### src/rtl/ex_div_ctrl.sv
// ex_div_ctrl: multi-cycle 32-bit integer divide sequencer for the EX stage.
// Runs a 32-step restoring divide on latched operand magnitudes, applies the
// sign fix-up on the final step and holds a registered result in DONE until
// EX advances (div_accept) or the pipeline flushes (div_cancel).
// Optional feature macro: DIV_EARLY_OUT_EN -- finishes in one cycle when the
// divisor is zero or |dividend| < |divisor|.
module ex_div_ctrl (
  input  logic        clk,
  input  logic        resetn,
  input  logic        div_req,
  input  logic        div_signed,
  input  logic        div_rem,
  input  logic [31:0] div_src1,
  input  logic [31:0] div_src2,
  input  logic        div_accept,
  input  logic        div_cancel,
  output logic        div_ready_go,
  output logic [31:0] div_result,
  output logic        div_busy
);

  typedef enum logic [1:0] {
    S_IDLE = 2'd0,
    S_CALC = 2'd1,
    S_DONE = 2'd2
  } state_t;

  // Control state
  state_t      r_state;
  logic [4:0]  r_cnt;
  logic        r_ready_go;
  logic        r_busy;
  logic [31:0] r_result;

  // Datapath state
  logic [31:0] r_quo;      // dividend magnitude, shifted out as quotient bits shift in
  logic [31:0] r_dvs;      // divisor magnitude
  logic [32:0] r_part;     // partial remainder
  logic        r_q_neg;
  logic        r_r_neg;
  logic        r_rem_sel;

  // Operand magnitudes; 0x80000000 maps onto itself, read as unsigned.
  logic [31:0] w_abs1;
  logic [31:0] w_abs2;
  logic        w_div_zero;
  logic        w_start;

  assign w_abs1     = (div_signed && div_src1[31]) ? (~div_src1 + 32'd1) : div_src1;
  assign w_abs2     = (div_signed && div_src2[31]) ? (~div_src2 + 32'd1) : div_src2;
  assign w_div_zero = (div_src2 == 32'd0);
  assign w_start    = div_req && !div_cancel && (r_state == S_IDLE);

  // One restoring step: shift in the next dividend bit, trial-subtract.
  // The 34-bit trial result's top bit is the borrow (partial remainder < divisor).
  logic [32:0] w_shift;
  logic [33:0] w_trial;
  logic        w_qbit;
  logic [32:0] w_part_next;
  logic [31:0] w_quo_next;
  logic [31:0] w_q_fix;
  logic [31:0] w_r_fix;
  logic [31:0] w_final;

  assign w_shift     = {r_part[31:0], r_quo[31]};
  assign w_trial     = {r_part, r_quo[31]} - {2'b00, r_dvs};
  assign w_qbit      = ~w_trial[33];
  assign w_part_next = w_qbit ? w_trial[32:0] : w_shift;
  assign w_quo_next  = {r_quo[30:0], w_qbit};

  // Sign fix-up folded into the last step so the DONE result is a plain register.
  assign w_q_fix = r_q_neg ? (~w_quo_next + 32'd1) : w_quo_next;
  assign w_r_fix = r_r_neg ? (~w_part_next[31:0] + 32'd1) : w_part_next[31:0];
  assign w_final = r_rem_sel ? w_r_fix : w_q_fix;

`ifdef DIV_EARLY_OUT_EN
  // Trivial cases: quotient is 0 (or all-ones for a zero divisor), remainder is src1.
  logic        w_early;
  logic [31:0] w_early_result;

  assign w_early        = w_div_zero || (w_abs1 < w_abs2);
  assign w_early_result = div_rem ? div_src1 : {32{w_div_zero}};
`endif

  // Datapath: latch operands at start, then one restoring step per CALC cycle.
  // NOTE: datapath registers carry no reset; they are always loaded at start
  // and nothing observes them outside CALC, so resetting them only costs logic.
  always_ff @(posedge clk) begin
    if (w_start) begin
      r_quo     <= w_abs1;
      r_dvs     <= w_abs2;
      r_part    <= 33'd0;
      // A zero divisor keeps the all-ones quotient unsigned-looking; the
      // remainder fix-up then reproduces the raw src1 exactly.
      r_q_neg   <= div_signed && (div_src1[31] ^ div_src2[31]) && !w_div_zero;
      r_r_neg   <= div_signed && div_src1[31];
      r_rem_sel <= div_rem;
    end else if (r_state == S_CALC) begin
      r_quo  <= w_quo_next;
      r_part <= w_part_next;
    end
  end

  // Sequencer FSM with registered ready-go, result and busy; cancel wins everywhere.
  // NOTE: all state here uses non-blocking assignment so every branch reads
  // the pre-edge values, matching the hardware flops.
  always_ff @(posedge clk) begin
    if (!resetn) begin
      r_state    <= S_IDLE;
      r_cnt      <= 5'd0;
      r_ready_go <= 1'b0;
      r_busy     <= 1'b0;
      r_result   <= 32'd0;
    end else if (div_cancel) begin
      r_state    <= S_IDLE;
      r_cnt      <= 5'd0;
      r_ready_go <= 1'b0;
      r_busy     <= 1'b0;
      r_result   <= 32'd0;
    end else begin
      case (r_state)
        S_IDLE: begin
          if (div_req) begin
            r_busy <= 1'b1;
            r_cnt  <= 5'd0;
`ifdef DIV_EARLY_OUT_EN
            if (w_early) begin
              r_state    <= S_DONE;
              r_ready_go <= 1'b1;
              r_result   <= w_early_result;
            end else begin
              r_state <= S_CALC;
            end
`else
            r_state <= S_CALC;
`endif
          end
        end
        S_CALC: begin
          r_cnt <= r_cnt + 5'd1;
          if (r_cnt == 5'd31) begin
            r_state    <= S_DONE;
            r_ready_go <= 1'b1;
            r_result   <= w_final;
          end
        end
        S_DONE: begin
          if (div_accept) begin
            r_state    <= S_IDLE;
            r_ready_go <= 1'b0;
            r_busy     <= 1'b0;
            r_result   <= 32'd0;
          end
        end
        default: begin
          r_state    <= S_IDLE;
          r_ready_go <= 1'b0;
          r_busy     <= 1'b0;
          r_result   <= 32'd0;
        end
      endcase
    end
  end

  assign div_ready_go = r_ready_go;
  assign div_result   = r_result;
  assign div_busy     = r_busy;

endmodule

### config.mk
export PLATFORM = sky130hd
export DESIGN_NAME = ex_div_ctrl
export DESIGN_NICKNAME = d
export VERILOG_FILES = /design/src/rtl/ex_div_ctrl.sv
export SDC_FILE = /design/constraint.sdc
export NUM_CORES = 1
export LEC_CHECK = 0
export ABC_CLOCK_PERIOD_IN_PS = 5990
export BUFFER_PORTS_ARGS = -buffer_cell sky130_fd_sc_hd__buf_2
export CAP_MARGIN = 20
export CORE_MARGIN = 2
export CORE_UTILIZATION = 39
export DETAILED_ROUTE_END_ITERATION = 10
export HOLD_SLACK_MARGIN = 0.08
export PLACE_DENSITY_LB_ADDON = 0.3
export SLEW_MARGIN = 20
export SYNTH_ARGS = -nofsm -noshare
export SYNTH_HDL_FRONTEND = slang
export SYNTH_SLANG_ARGS = --single-unit
### constraint.sdc
create_clock -name clk -period 5.99 [get_ports clk]
set_input_delay 0.8985 -clock clk [delete_from_list [all_inputs] [get_ports clk]]
set_output_delay 0.8985 -clock clk [all_outputs]
set_load 0.01 [all_outputs]
==> impl_metrics.toml <==
[sta]
hold_slack_ps = 456.2
fmax_mhz = 218.1
worst_clock_skew_ps = 18.64
slew_headroom_pct = 30.32
period_share_pct = 76.55
rsz0062_at_grt = "no"
worst_slack_ps = 1405
tightest_slew_ps = 1040
finalHoldViolations = 0
fin_setup_tns_ps = 0
period_minus_slack_ps = 4585
drv_slew = 0
setup_viol_count_final = 0

[synthesis]
ys_seq_area_share_pct = 34.27
ys_ff_latch = 141
ys_async_sr_fraction_pct = 0
synth_edf_count = 67
netlist_instances = 1245
synth.top_cell.area_share_pct = 19.74
yosysUniqueCellTypes = 75
avgSynthCellArea_sq_um = 8.187
synthTopCellsByArea = "edfxtp_1 20%, dfxtp_1 15%, xnor2_1 7.5%"
yosys_warnings = 0
synth_nets = 1355
synthesis.area_sq_mm = 0.01019
yosys.area.top_type = "edfxtp_1"
synth_flop_cell = "dfxtp_1"

[layout]
areaGrowthSynthToFinish_pct = 13.77
n_antenna_cell = 0
layout.nets = 1430
design_area_sq_mm = 0.01160
fin_util_pct = 44.88
drive_above_1_share_pct = 12.00
fill_cells = 2600
register_area_sq_mm = 0.003493
multi_input_area_sq_mm = 0.006311
final_cells = 1668

[grt]
groute.layer.met3.usage_pct = 2.485
track_usage_pct = 21.31
overflow = 0
grt_pass1_vias = 8918
grtUsageMet2_pct = 36.14
antenna_found_initial = 0
use_met1_pct = 28.44
grt_max_degree = 75
grt_busiest_layer = "met2"
grt_pass1_wl_um = 47380

[route]
drtIter0Drc = 745
firstDrtPassIters = 7
drcViolationCount = 0
antenna_left = 0
vias = 9507
wl_um = 29570
via_per_inst = 5.700
wire_per_inst_um = 17.72

[clock_network]
htreeDepth = 4
cts_made_buffers = 17
cts_tree = "built"
ctsResizeCount = 0
cts_setup_buffers = 0
cts_root_buf = "clkbuf_16"
insertion_delay_ps = 430
clock_sinks = 141
cts_max_path_buffers = 2
clk_transition_reported_paths_ps = 60
postCtsHoldBufs = 0

[min_path]
worstHoldStart = "div_busy"
hold_depth = 2
hp-class = "reg2reg"

[worst_setup_path]
reg2regPathDepth = 14
setup.worst_path.class = "reg2reg"
startpoint = "r_part[1]"
worstPathArrival_ps = 4940
crit_required_ps = 6340
rr_startpoint = "r_part[1]"
r2r_slack_ps = 1400
endpoint_kind = "flip-flop"
crit_fanout = 41
cp-start-kind = "flip-flop"

[power]
p_leak_nw = 4.493
swShare_pct = 45.87
power.total_mw = 5.614
p_seq_share_pct = 24.0
max-vdd-ir-drop_uv = 219.7
p_int_mw = 3.039
netSwitchingPower_mw = 2.575
pwr-share-comb_pct = 56.1
power.density_mw_per_mm2 = 484.1
clkPwrFrac_pct = 19.9

[place]
portBuffers = 104
gp_congestion = 0.9174
place_ws_ps = 1448
dp.cells = 1636
dpl.hpwl_um = 22670
place_area_sq_mm = 0.01099

[die]
io_pins = 105
coreArea_sq_mm = 0.02584
die_width_um = 165.7
fp.dieArea_sq_mm = 0.02744
start_util_pct = 39.45
fp-row-count = 59
die_h_um = 165.7

[outcome]
status = "complete, no violations"

[run]
max_cap_viol_count = 0
## critical path, cell delays in order (launching register included)
cell	delay, ps
dfxtp_1	440
ha_1	320
o211ai_1	190
a21oi_1	130
o2111ai_1	380
nand3_1	200
a211oi_2	400
xnor2_4	190
buf_4	490
mux2i_1	360
nand3_1	200
or3_1	520
nor4bb_1	370
a41oi_1	90
a31oi_1	210
## cell families (layout without fill, tap and decap cells)
kind of cell	after synthesis	count (layout)	share of synthesized area [%]
simple gates	421	421	19.48
compound gates	376	376	22.78
flops	141	141	34.27
xor+xnor	139	139	12.09
buf+inv	106	194	4.088
fa+ha+maj	39	39	4.861
mux	23	23	2.418
## sequential cells by signal, summed over array words and instances, names as in the netlist
signal,flops
div_result,32
div_busy,1
r_rem_sel,1
r_state,2
r_q_neg,1
r_part,33
r_cnt,5
r_quo,32
r_dvs,32
div_ready_go,1
r_r_neg,1
## cell type report
type | count | area share [%]
Clock inverter | 12 | 1.478
Timing Repair Buffer | 111 | 4.942
Clock buffer | 20 | 3.766
Inverter | 51 | 1.651
Multi-Input combinational cell | 998 | 54.42
Tap cell | 335 | 3.615
Sequential cell | 141 | 30.13
## synth_stat cells, types with 10 or more instances
master,number
a211oi_1,12
a21oi_1,110
a22oi_1,22
a31oi_1,13
and3_1,13
clkbuf_1,41
dfxtp_1,74
edfxtp_1,67
ha_1,38
inv_1,49
mux2i_1,19
nand2_1,121
nand2b_1,14
nand3_1,15
nand4_1,10
nor2_1,137
nor3_1,28
nor4_1,20
o21ai_0,98
o21ai_1,19
o31ai_1,15
o41ai_1,15
or3_1,18
or4_1,12
xnor2_1,87
xor2_1,50
## routing by layer
layer  vias up  share of wire, %
met4         0               2.2
met1      4512                45
met2       264                48
met3        44               4.4
met5         -                 0
li1       4687                 -
## final timing paths
| check | endpoint |
|---|---|
| worst min-delay path | div_busy |
| worst max register to register | div_result[27] |
| worst min register to register | div_busy |
| worst max-delay path | div_result[27] |
## placed cells by master, fill, tap and decap left out, drive strengths merged, types with 7 or more instances in the layout
| cell type | instances |
|---|---|
| nand3 | 15 |
| mux2i | 20 |
| nand4 | 10 |
| a22oi | 22 |
| nand2 | 121 |
| o211ai | 9 |
| nand2b | 14 |
| dfxtp | 74 |
| xnor2 | 89 |
| o31ai | 17 |
| a21oi | 112 |
| nor2 | 138 |
| nor4 | 20 |
| and3 | 13 |
| edfxtp | 67 |
| xor2 | 50 |
| a211oi | 13 |
| clkbuf | 20 |
| o21ai | 117 |
| inv | 50 |
| a21o | 9 |
| ha | 38 |
| nor3 | 28 |
| or3 | 18 |
| o31a | 8 |
| o41ai | 15 |
| buf | 111 |
| o21a | 9 |
| a31oi | 13 |
| clkinv | 7 |
| nor2b | 8 |
| or4 | 13 |
## power groups by stage
stage / Combinational, mW / Clock, mW / Sequential [mW]
floorplan: 2.38 / 0 / 1.29
global route: 3.48 / 1.16 / 1.37
global placement: 3.08 / 0 / 1.36
CTS: 3.13 / 1.13 / 1.35
detailed placement: 3.11 / 0 / 1.37
finish: 3.15 / 1.12 / 1.35
Note: power is estimated with default switching activity, not from simulation.
